===== src/rtl/pipe_hazard_ctrl.sv =====
// -----------------------------------------------------------------------------
// pipe_hazard_ctrl
// Hazard control for a five-stage pipeline (IF, ID, EXE, MEM, WB).
// It selects operand forwarding sources for the instruction in ID and produces
// per-stage enables and flushes for the following:
//   - load-use stalls
//   - multi-cycle (MDU) operations
//   - data-memory waits
//   - debug single-stepping
//   - branch delay-slot flushes
//
// Parameters
//   ADDR_W     : register address width
//   MDU_LAT    : EXE occupancy of a multi-cycle op, legal 2..15
//   DELAY_SLOT : 1 = delay slot executes, 0 = slot after a taken branch is flushed
//
// Ports
//   clk, rst                    : clock, synchronous active-high reset
//   debug_en, debug_step        : single-step hold and step strobe
//   id_rs/id_rt (+ _used)       : ID source operands
//   id_is_store                 : ID instruction is a store; forwarding is suppressed
//   id_branch_taken             : ID instruction is a taken branch
//   exe_/mem_/wb_ wa/wen/flags  : destination info of the downstream stages
//   mem_req, mem_ack            : data-memory request / completion
//   fwd_a, fwd_b                : 0 regfile, 1 EXE ALU, 2 MEM ALU, 3 MEM load data
//   stage_en, stage_rst         : bit 0 = IF ... bit 4 = WB
//   busy                        : any stage held
//   stall_cycles                : saturating count of hazard stall cycles
// -----------------------------------------------------------------------------
module pipe_hazard_ctrl #(
    parameter int ADDR_W     = 5,
    parameter int MDU_LAT    = 4,
    parameter bit DELAY_SLOT = 1'b1
) (
    input  logic              clk,
    input  logic              rst,
    input  logic              debug_en,
    input  logic              debug_step,
    input  logic [ADDR_W-1:0] id_rs,
    input  logic [ADDR_W-1:0] id_rt,
    input  logic              id_rs_used,
    input  logic              id_rt_used,
    input  logic              id_is_store,
    input  logic              id_branch_taken,
    input  logic [ADDR_W-1:0] exe_wa,
    input  logic [ADDR_W-1:0] mem_wa,
    input  logic [ADDR_W-1:0] wb_wa,
    input  logic              exe_wen,
    input  logic              exe_is_load,
    input  logic              exe_is_mdu,
    input  logic              mem_wen,
    input  logic              mem_is_load,
    input  logic              wb_wen,
    input  logic              mem_req,
    input  logic              mem_ack,
    output logic [1:0]        fwd_a,
    output logic [1:0]        fwd_b,
    output logic [4:0]        stage_en,
    output logic [4:0]        stage_rst,
    output logic              busy,
    output logic [15:0]       stall_cycles
);

    typedef enum logic [1:0] {
        RUN      = 2'd0,
        MDU_WAIT = 2'd1,
        MEM_WAIT = 2'd2
    } state_t;

    state_t      r_state;
    logic [3:0]  r_cnt;
    logic        r_step_prev;
    logic [15:0] r_stall_cycles;

    logic [2:0]  w_fa;
    logic [2:0]  w_fb;
    logic        w_load_use;
    logic        w_mem_wait;
    logic        w_dbg_hold;
    logic        w_mdu_stall;
    logic        w_flush;
    logic        w_hazard_busy;
    logic        w_unused;

    // The register file writes in WB before ID reads it, so WB needs no forwarding path.
    assign w_unused = ^{wb_wa, wb_wen};

    // Forward select for one source: {load_use_hit, sel[1:0]}.
    // An EXE match wins over a MEM match because EXE holds the younger value.
    function automatic logic [2:0] fwd_calc(
        input logic [ADDR_W-1:0] src,
        input logic              used,
        input logic              is_store,
        input logic [ADDR_W-1:0] e_wa,
        input logic              e_wen,
        input logic              e_ld,
        input logic [ADDR_W-1:0] m_wa,
        input logic              m_wen,
        input logic              m_ld
    );
        logic [2:0] res;
        res = 3'b000;
        if (used && (src != {ADDR_W{1'b0}}) && !is_store) begin
            if (e_wen && (e_wa == src)) begin
                if (e_ld) res = 3'b100;
                else      res = 3'b001;
            end else if (m_wen && (m_wa == src)) begin
                if (m_ld) res = 3'b011;
                else      res = 3'b010;
            end else begin
                res = 3'b000;
            end
        end else begin
            res = 3'b000;
        end
        return res;
    endfunction

    assign w_fa       = fwd_calc(id_rs, id_rs_used, id_is_store, exe_wa, exe_wen,
                                 exe_is_load, mem_wa, mem_wen, mem_is_load);
    assign w_fb       = fwd_calc(id_rt, id_rt_used, id_is_store, exe_wa, exe_wen,
                                 exe_is_load, mem_wa, mem_wen, mem_is_load);
    assign w_load_use = w_fa[2] | w_fb[2];
    assign w_mem_wait = mem_req & ~mem_ack;
    // A rising edge on debug_step lets exactly one cycle through the hold.
    assign w_dbg_hold = debug_en & ~(debug_step & ~r_step_prev);
    assign w_flush    = (DELAY_SLOT == 1'b0) & id_branch_taken;

    // MDU stall: the first cycle comes from RUN, and later cycles last while cnt is pending.
    always_comb begin
        w_mdu_stall = 1'b0;
        case (r_state)
            RUN:      w_mdu_stall = exe_is_mdu;
            MDU_WAIT: w_mdu_stall = (r_cnt != 4'd0);
            MEM_WAIT: w_mdu_stall = (r_cnt != 4'd0);
            default:  w_mdu_stall = 1'b0;
        endcase
    end

    // Stage control and forwarding, applied in fixed hazard priority order.
    always_comb begin
        fwd_a     = w_fa[1:0];
        fwd_b     = w_fb[1:0];
        stage_en  = 5'b11111;
        stage_rst = 5'b00000;
        if (rst) begin
            fwd_a     = 2'd0;
            fwd_b     = 2'd0;
            stage_rst = 5'b11111;
        end else if (w_mem_wait) begin
            stage_en  = 5'b10000;
            stage_rst = 5'b10000;
        end else if (w_dbg_hold) begin
            stage_en  = 5'b00000;
        end else if (w_mdu_stall) begin
            stage_en  = 5'b11000;
            stage_rst = 5'b01000;
        end else if (w_load_use) begin
            stage_en  = 5'b11100;
            stage_rst = 5'b00100;
        end else if (w_flush) begin
            stage_rst = 5'b00001;
        end else begin
            stage_en  = 5'b11111;
            stage_rst = 5'b00000;
        end
    end

    assign busy          = ~rst & (stage_en != 5'b11111);
    assign w_hazard_busy = ~rst & (w_mem_wait | (~w_dbg_hold & (w_mdu_stall | w_load_use)));
    assign stall_cycles  = r_stall_cycles;

    // Stall FSM and down-counter. The counter keeps running through a memory
    // wait. A debug hold freezes the FSM and the counter.
    always_ff @(posedge clk) begin
        if (rst) begin
            r_state <= RUN;
            r_cnt   <= 4'd0;
        end else if (w_mem_wait) begin
            r_state <= MEM_WAIT;
            if (r_cnt != 4'd0) r_cnt <= r_cnt - 4'd1;
            else               r_cnt <= r_cnt;
        end else if (w_dbg_hold) begin
            r_state <= r_state;
            r_cnt   <= r_cnt;
        end else begin
            case (r_state)
                RUN: begin
                    if (exe_is_mdu) begin
                        r_state <= MDU_WAIT;
                        r_cnt   <= 4'(MDU_LAT - 2);
                    end else begin
                        r_state <= RUN;
                        r_cnt   <= r_cnt;
                    end
                end
                MDU_WAIT, MEM_WAIT: begin
                    if (r_cnt != 4'd0) begin
                        r_state <= MDU_WAIT;
                        r_cnt   <= r_cnt - 4'd1;
                    end else begin
                        r_state <= RUN;
                        r_cnt   <= r_cnt;
                    end
                end
                default: begin
                    r_state <= RUN;
                    r_cnt   <= 4'd0;
                end
            endcase
        end
    end

    // Previous debug_step value, used for rising-edge detection.
    always_ff @(posedge clk) begin
        if (rst) r_step_prev <= 1'b0;
        else     r_step_prev <= debug_step;
    end

    // Saturating count of cycles lost to hazards. Debug-hold cycles are not counted.
    always_ff @(posedge clk) begin
        if (rst)                                          r_stall_cycles <= 16'd0;
        else if (w_hazard_busy && (r_stall_cycles != 16'hFFFF)) r_stall_cycles <= r_stall_cycles + 16'd1;
        else                                              r_stall_cycles <= r_stall_cycles;
    end

endmodule


===== config.mk =====
export PLATFORM = sky130hd
export DESIGN_NAME = pipe_hazard_ctrl
export DESIGN_NICKNAME = d
export VERILOG_FILES = /design/src/rtl/pipe_hazard_ctrl.sv
export SDC_FILE = /design/constraint.sdc
export NUM_CORES = 1
export LEC_CHECK = 0
export CAP_MARGIN = 40
export CORE_UTILIZATION = 35
export CTS_CLUSTER_DIAMETER = 30
export CTS_CLUSTER_SIZE = 24
export DETAILED_ROUTE_END_ITERATION = 6
export HOLD_SLACK_MARGIN = 0.1
export PLACE_DENSITY_LB_ADDON = 0.08
export SLEW_MARGIN = 20
export SYNTH_ARGS = -nofsm -noshare
export SYNTH_HDL_FRONTEND = slang
export SYNTH_SLANG_ARGS = --single-unit

===== constraint.sdc =====
create_clock -name clk -period 4.6 [get_ports clk]
set_clock_uncertainty 0.1 [all_clocks]
set_input_delay 0.69 -clock clk [delete_from_list [all_inputs] [get_ports clk]]
set_output_delay 0.69 -clock clk [all_outputs]
set_load 0.01 [all_outputs]

# Word-level counts from Yosys, hierarchy flattened

Cells that the tools add are included.

Bits in registers: 23
Bits of input ports: 41

Add/subtract/negate cells: 2
Equal/unequal tests: 10
Mux-type cells: 31
Bitwise gates (word level): 14
Reductions and logical operators: 17

Operators with widths:

| operator                                                            | count |
|---|---|
| 3-bit two-way mux                                                   | 9 |
| 5-bit two-way mux                                                   | 5 |
| 4-bit two-way mux                                                   | 6 |
| 5-bit == test                                                       | 4 |
| 16-bit by 1-bit adder with 16-bit output (second input constant)    | 1 |
| 16-bit != test (second input constant)                              | 1 |
| 2-bit two-way mux                                                   | 5 |
| 5-bit nonzero test                                                  | 2 |
| 1-bit logical AND                                                   | 9 |
| 4-bit one-hot mux with 2 select lines                               | 1 |
| 1-bit AND                                                           | 6 |
| 5-bit != test (second input constant)                               | 1 |
| 1-bit inverter                                                      | 5 |
| 2-bit one-hot mux with 2 select lines                               | 1 |
| 4-bit nonzero test                                                  | 1 |
| 2-bit OR reduction                                                  | 2 |
| 4-bit by 1-bit subtractor with 4-bit output (second input constant) | 1 |
| 1-bit two-way mux                                                   | 3 |
| 3-bit != test (second input constant)                               | 1 |
| 1-bit OR                                                            | 3 |
| 2-bit by 1-bit == test with 1-bit output (second input constant)    | 1 |
| 2-bit == test (second input constant)                               | 1 |
| 2-bit zero test                                                     | 1 |
| 2-bit != test (second input constant)                               | 1 |
| 3 further kinds                                                     | 3 |

# Longest topological paths before layout

Depth after elaboration: 13
Mapped depth: 10

# Worst setup path before layout

OpenSTA, ideal clock, no wires.

Path type: in2out
Start point: input port id_rs[1]
End point: output port stage_en[1]
Arrival time: 2.052 ns
Required time: 3.810 ns
Setup slack: 1.758 ns
Cell stages on the path: 7
Buffers on the path: 1
Cell sequence: or4_1 o21ai_1 and4b_4 nor2_1 a21oi_1 inv_1 buf_4

Word-level cells in the longest chain between the ends: 10
Elaborated cells between the ends (all ways): 13

Ends and longest elaborated chain:

| what                                                   | RTL line | text |
|---|---|---|
| start: declaration                                     | 39       | `input logic [ADDR_W-1:0] id_rs,` |
| 5-bit == test or 5-bit nonzero test (tied branches)    | 104, 103 |  |
| 1-bit logical AND (on tied branches)                   | 104, 103 |  |
| 3-bit two-way mux or 1-bit logical AND (tied branches) | 104, 103 |  |
| 3-bit two-way mux *                                    | 103      | `if (used && (src != {ADDR_W{1'b0}}) && !is_store) begin` |
| 1-bit OR *                                             | 123      | `assign w_load_use = w_fa[2] \| w_fb[2];` |
| 2-bit two-way mux *                                    | 158      | `end else if (w_load_use) begin` |
| 3-bit two-way mux *                                    | 155      | `end else if (w_mdu_stall) begin` |
| 5-bit two-way mux *                                    | 153      | `end else if (w_dbg_hold) begin` |
| 5-bit two-way mux *                                    | 150      | `end else if (w_mem_wait) begin` |
| 5-bit two-way mux *                                    | 146      | `if (rst) begin` |
| end: declaration                                       | 58       | `output logic [4:0] stage_en,` |

Mark *: on every way between the ends. The rest lies on a longest branch, timed or not.

# Worst setup path after layout

Start point: input port id_rs[1]
End point: output port stage_en[0]

The elaborated chain is that of the path after synthesis.

==> results by group <==
Timing
  – Fin crit period: 3.84 ns
  – Slew Viols, Final: 0
  – Final setup fails: 0
  – Relative slew slack: 0.644
  – Worst slew pin tran: 0.529 ns
  – Final hold vios: 0
  – Fmax: 260 MHz
  – RSZ-0062 raised after global routing: false
  – Part of the cycle the worst path needs: 0.835
  – Final TNS setup: 0 ns
  – Hold Slack: 0.389 ns

Run
  – Count of maximum capacitance violations: 0

Cells and area
  – Area Overhead vs Synth: 41.8%
  – Most frequent cells in the layout: clkdlybuf4s50_1, dfxtp_1, nor2_1, a21oi_1, nand2_1
  – FF/Latch Area: 460 um^2
  – Most common cell after layout, fill and taps aside: clkdlybuf4s50_1
  – Share of cells above drive strength 1: 0.0466
  – Fillcell total: 477
  – Area of the multi-input gates: 1140 um^2
  – Diode count: 0
  – Fin cells: 346
  – Final #Nets: 325

Synth
  – Post-Synthesis Cell Area: 1720 um^2
  – Distinct cells, synth: 46
  – Main combinational cell family by area after synthesis: simple AND/OR/NAND/NOR gates
  – EDFF count, synth: 0
  – Post-synthesis net count: 263
  – Primary FF master, synth: dfxtp_1
  – Seq/Total Area, Yosys: 0.268
  – Synth Area in Compound Gates: 0.242
  – #FFs+latches synth: 23
  – Mux cell area share after synthesis: 0.0124
  – Simple-gate share of the synthesized area: 0.278
  – Post-synthesis cell count: 218
  – Syn avg cell area: 7.87 um^2
  – Synth Area in Adders: 0.0292
  – Post-synthesis async set-or-reset flop share: 0
  – Yosys warning total: 0
  – Synth Area in XOR/XNOR: 0.102

Global route
  – First-pass GRT wire length: 7.33 mm
  – Initial antenna violation count: 0
  – Vias in the first global route: 1645
  – Largest net degree at the start of global routing: 31
  – Global route overflow: 0
  – Gr usage total: 0.173

Hold path
  – Worst Hold Class: reg2reg
  – Hold path start: r_state[0]$_SDFFE_PP0N_

Placed design
  – IO buf count: 64
  – Routability Congestion: 0.827
  – Post-DP HPWL: 3.55 mm
  – Placed cells: 342

Worst setup path
  – CP Class: in2out
  – Critical Path RT: 3.81 ns
  – Worst r2r src: r_cnt[0]$_SDFFE_PP0P_
  – Worst path arrival time: 3.05 ns
  – CP max-delay cell: or4_1
  – Startpoint types: primary input
  – Setup crit start: id_rs[1]
  – CP max stage delay: 0.61 ns
  – CP cell instances: clkdlybuf4s50_1 -> or4_1 -> o21ai_1 -> and4b_4 -> nor2_1 -> a21oi_1 -> inv_1 -> clkdlybuf4s50_1
  – Crit-path max FO: 3
  – Most used cell, CP: clkdlybuf4s50_1
  – Critical Path End Type: output port

Clocking
  – CTS tree: yes
  – PostCTS Resize Cnt: 0
  – Max Root-Sink Buffers: 2
  – # H-tree levels: 1
  – Worst-Skew Late Latency: 0.27 ns
  – Hold_buf cts: 0
  – CTS sink count: 23
  – Postcts setup bufs: 0
  – Root buffer cell: clkbuf_8
  – CTS buffer count: 3
  – Clock-pin slew on the worst setup and hold paths: 0.08 ns

Die
  – Chip height: 72.0 um
  – Core footprint: 4720 um^2
  – Die W: 72.0 um
  – Area of the die: 5190 um^2
  – Num ports: 72
  – Number of cell rows: 25
  – Initial core utilization: 0.363

Power
  – Internal power: 0.000336 W
  – P_sw: 0.000142 W
  – Leakage power: 0.807 nW
  – Clock power frac: 0.271
  – Switch share: 0.296
  – Gate power share: 0.292
  – Worst IR drop on VDD: 0.000112 V
  – PD cells: 196 nW/um^2
  – Sequential Power Share: 0.437

Routing
  – TritonRoute pass-1 iters: 4
  – Vias per Instance: 5.22
  – Final WL: 4.44 mm
  – Iter 0 DRT Violations: 84
  – WL per Instance: 12.8 um
  – Routed Antenna Nets: 0
  – DRC viols: 0
  – DR vias: 1805

Status
  – Outcome: finished clean
==> worst paths after layout <==
| kind | end | slack, ns | cells past startpoint |
|---|---|---|---|
| hold / removal | r_state[0]$_SDFFE_PP0N_ | 0.39 | 2 |
| hold reg to reg | r_state[0]$_SDFFE_PP0N_ | 0.39 | 2 |
| setup reg to reg | stall_cycles[9]$_SDFFE_PP0P_ | 2.23 | 9 |
| setup / recovery | stage_en[0] | 0.76 | 8 |
==> state kept, by name (all words and copies together), names as in the netlist <==
register,count
r_step_prev,1
stall_cycles,16
r_state,2
r_cnt,4
==> Yosys cell counts (5+ instances only) <==
library cell | instances | area share
a21oi_1 | 17 | 0.050
dfxtp_1 | 23 | 0.27
inv_1 | 11 | 0.024
nand2_1 | 16 | 0.035
nand3_1 | 11 | 0.032
nand4_1 | 5 | 0.018
nor2_1 | 17 | 0.037
nor3_1 | 5 | 0.015
nor4_1 | 5 | 0.018
o21ai_0 | 6 | 0.017
o21ai_1 | 8 | 0.023
o41ai_1 | 5 | 0.026
or3_1 | 6 | 0.022
or4_1 | 7 | 0.031
xnor2_1 | 9 | 0.046
xor2_1 | 11 | 0.056
==> power by group through the flow <==
stage	logic [W]	registers, W	clock network, W
2_1_floorplan	0.0000783	0.000213	0
3_3_place_gp	0.000138	0.000214	0
4_1_cts	0.000139	0.000209	0.000134
6_report	0.000139	0.000209	0.000129
3_5_place_dp	0.000138	0.000214	0
5_1_grt	0.000153	0.000210	0.000142
==> layer usage <==
metal,vias to the layer above,wire length [um],GRT usage
met1,833,2220,0.245
met5,-,0,0
met3,2,132,0.0333
li1,936,-,-
met4,0,10,0.0218
met2,34,2090,0.282
==> metrics by stage <==
| step | power (W) | area (um^2) | util | setup WS [ns] |
|---|---|---|---|---|
| global route | 0.000505 | 2430 | 0.515 | 0.668 |
| floorplan | 0.000291 | 1720 | - | 1.76 |
| global placement | 0.000352 | 2380 | 0.504 | 0.807 |
| CTS | 0.000482 | 2430 | 0.515 | 0.763 |
| finish | 0.000478 | 2430 | 0.515 | 0.761 |
| detailed placement | 0.000352 | 2390 | 0.506 | 0.765 |
==> critical path, delay by kind of cell <==
| kind | cells | cell delay [ns] |
|---|---|---|
| buffers and inverters | 3 | 1.12 |
| AOI/OAI and AO/OA | 2 | 0.26 |
| and+or+nand+nor | 3 | 0.98 |
==> layout make-up <==
class | instances | area share
sequential | 23 | 0.189
timing repair buffer | 67 | 0.272
multi-input combinational | 174 | 0.468
inverter | 11 | 0.0170
clock buffer | 3 | 0.0170
clock inverter | 1 | 0.00206
tap | 67 | 0.0344
==> kinds of logic (layout without fill, tap and decap cells) <==
| family | Yosys count | in the layout |
|---|---|---|
| adder cells (fa/ha/maj) | 4 | 4 |
| XOR/XNOR | 20 | 20 |
| buffers and inverters | 21 | 82 |
| flip-flops | 23 | 23 |
| AO/OA/AOI/OAI | 61 | 61 |
| multiplexers | 2 | 2 |
| AND/OR/NAND/NOR | 87 | 87 |
Power figures use the tool's default switching activity.
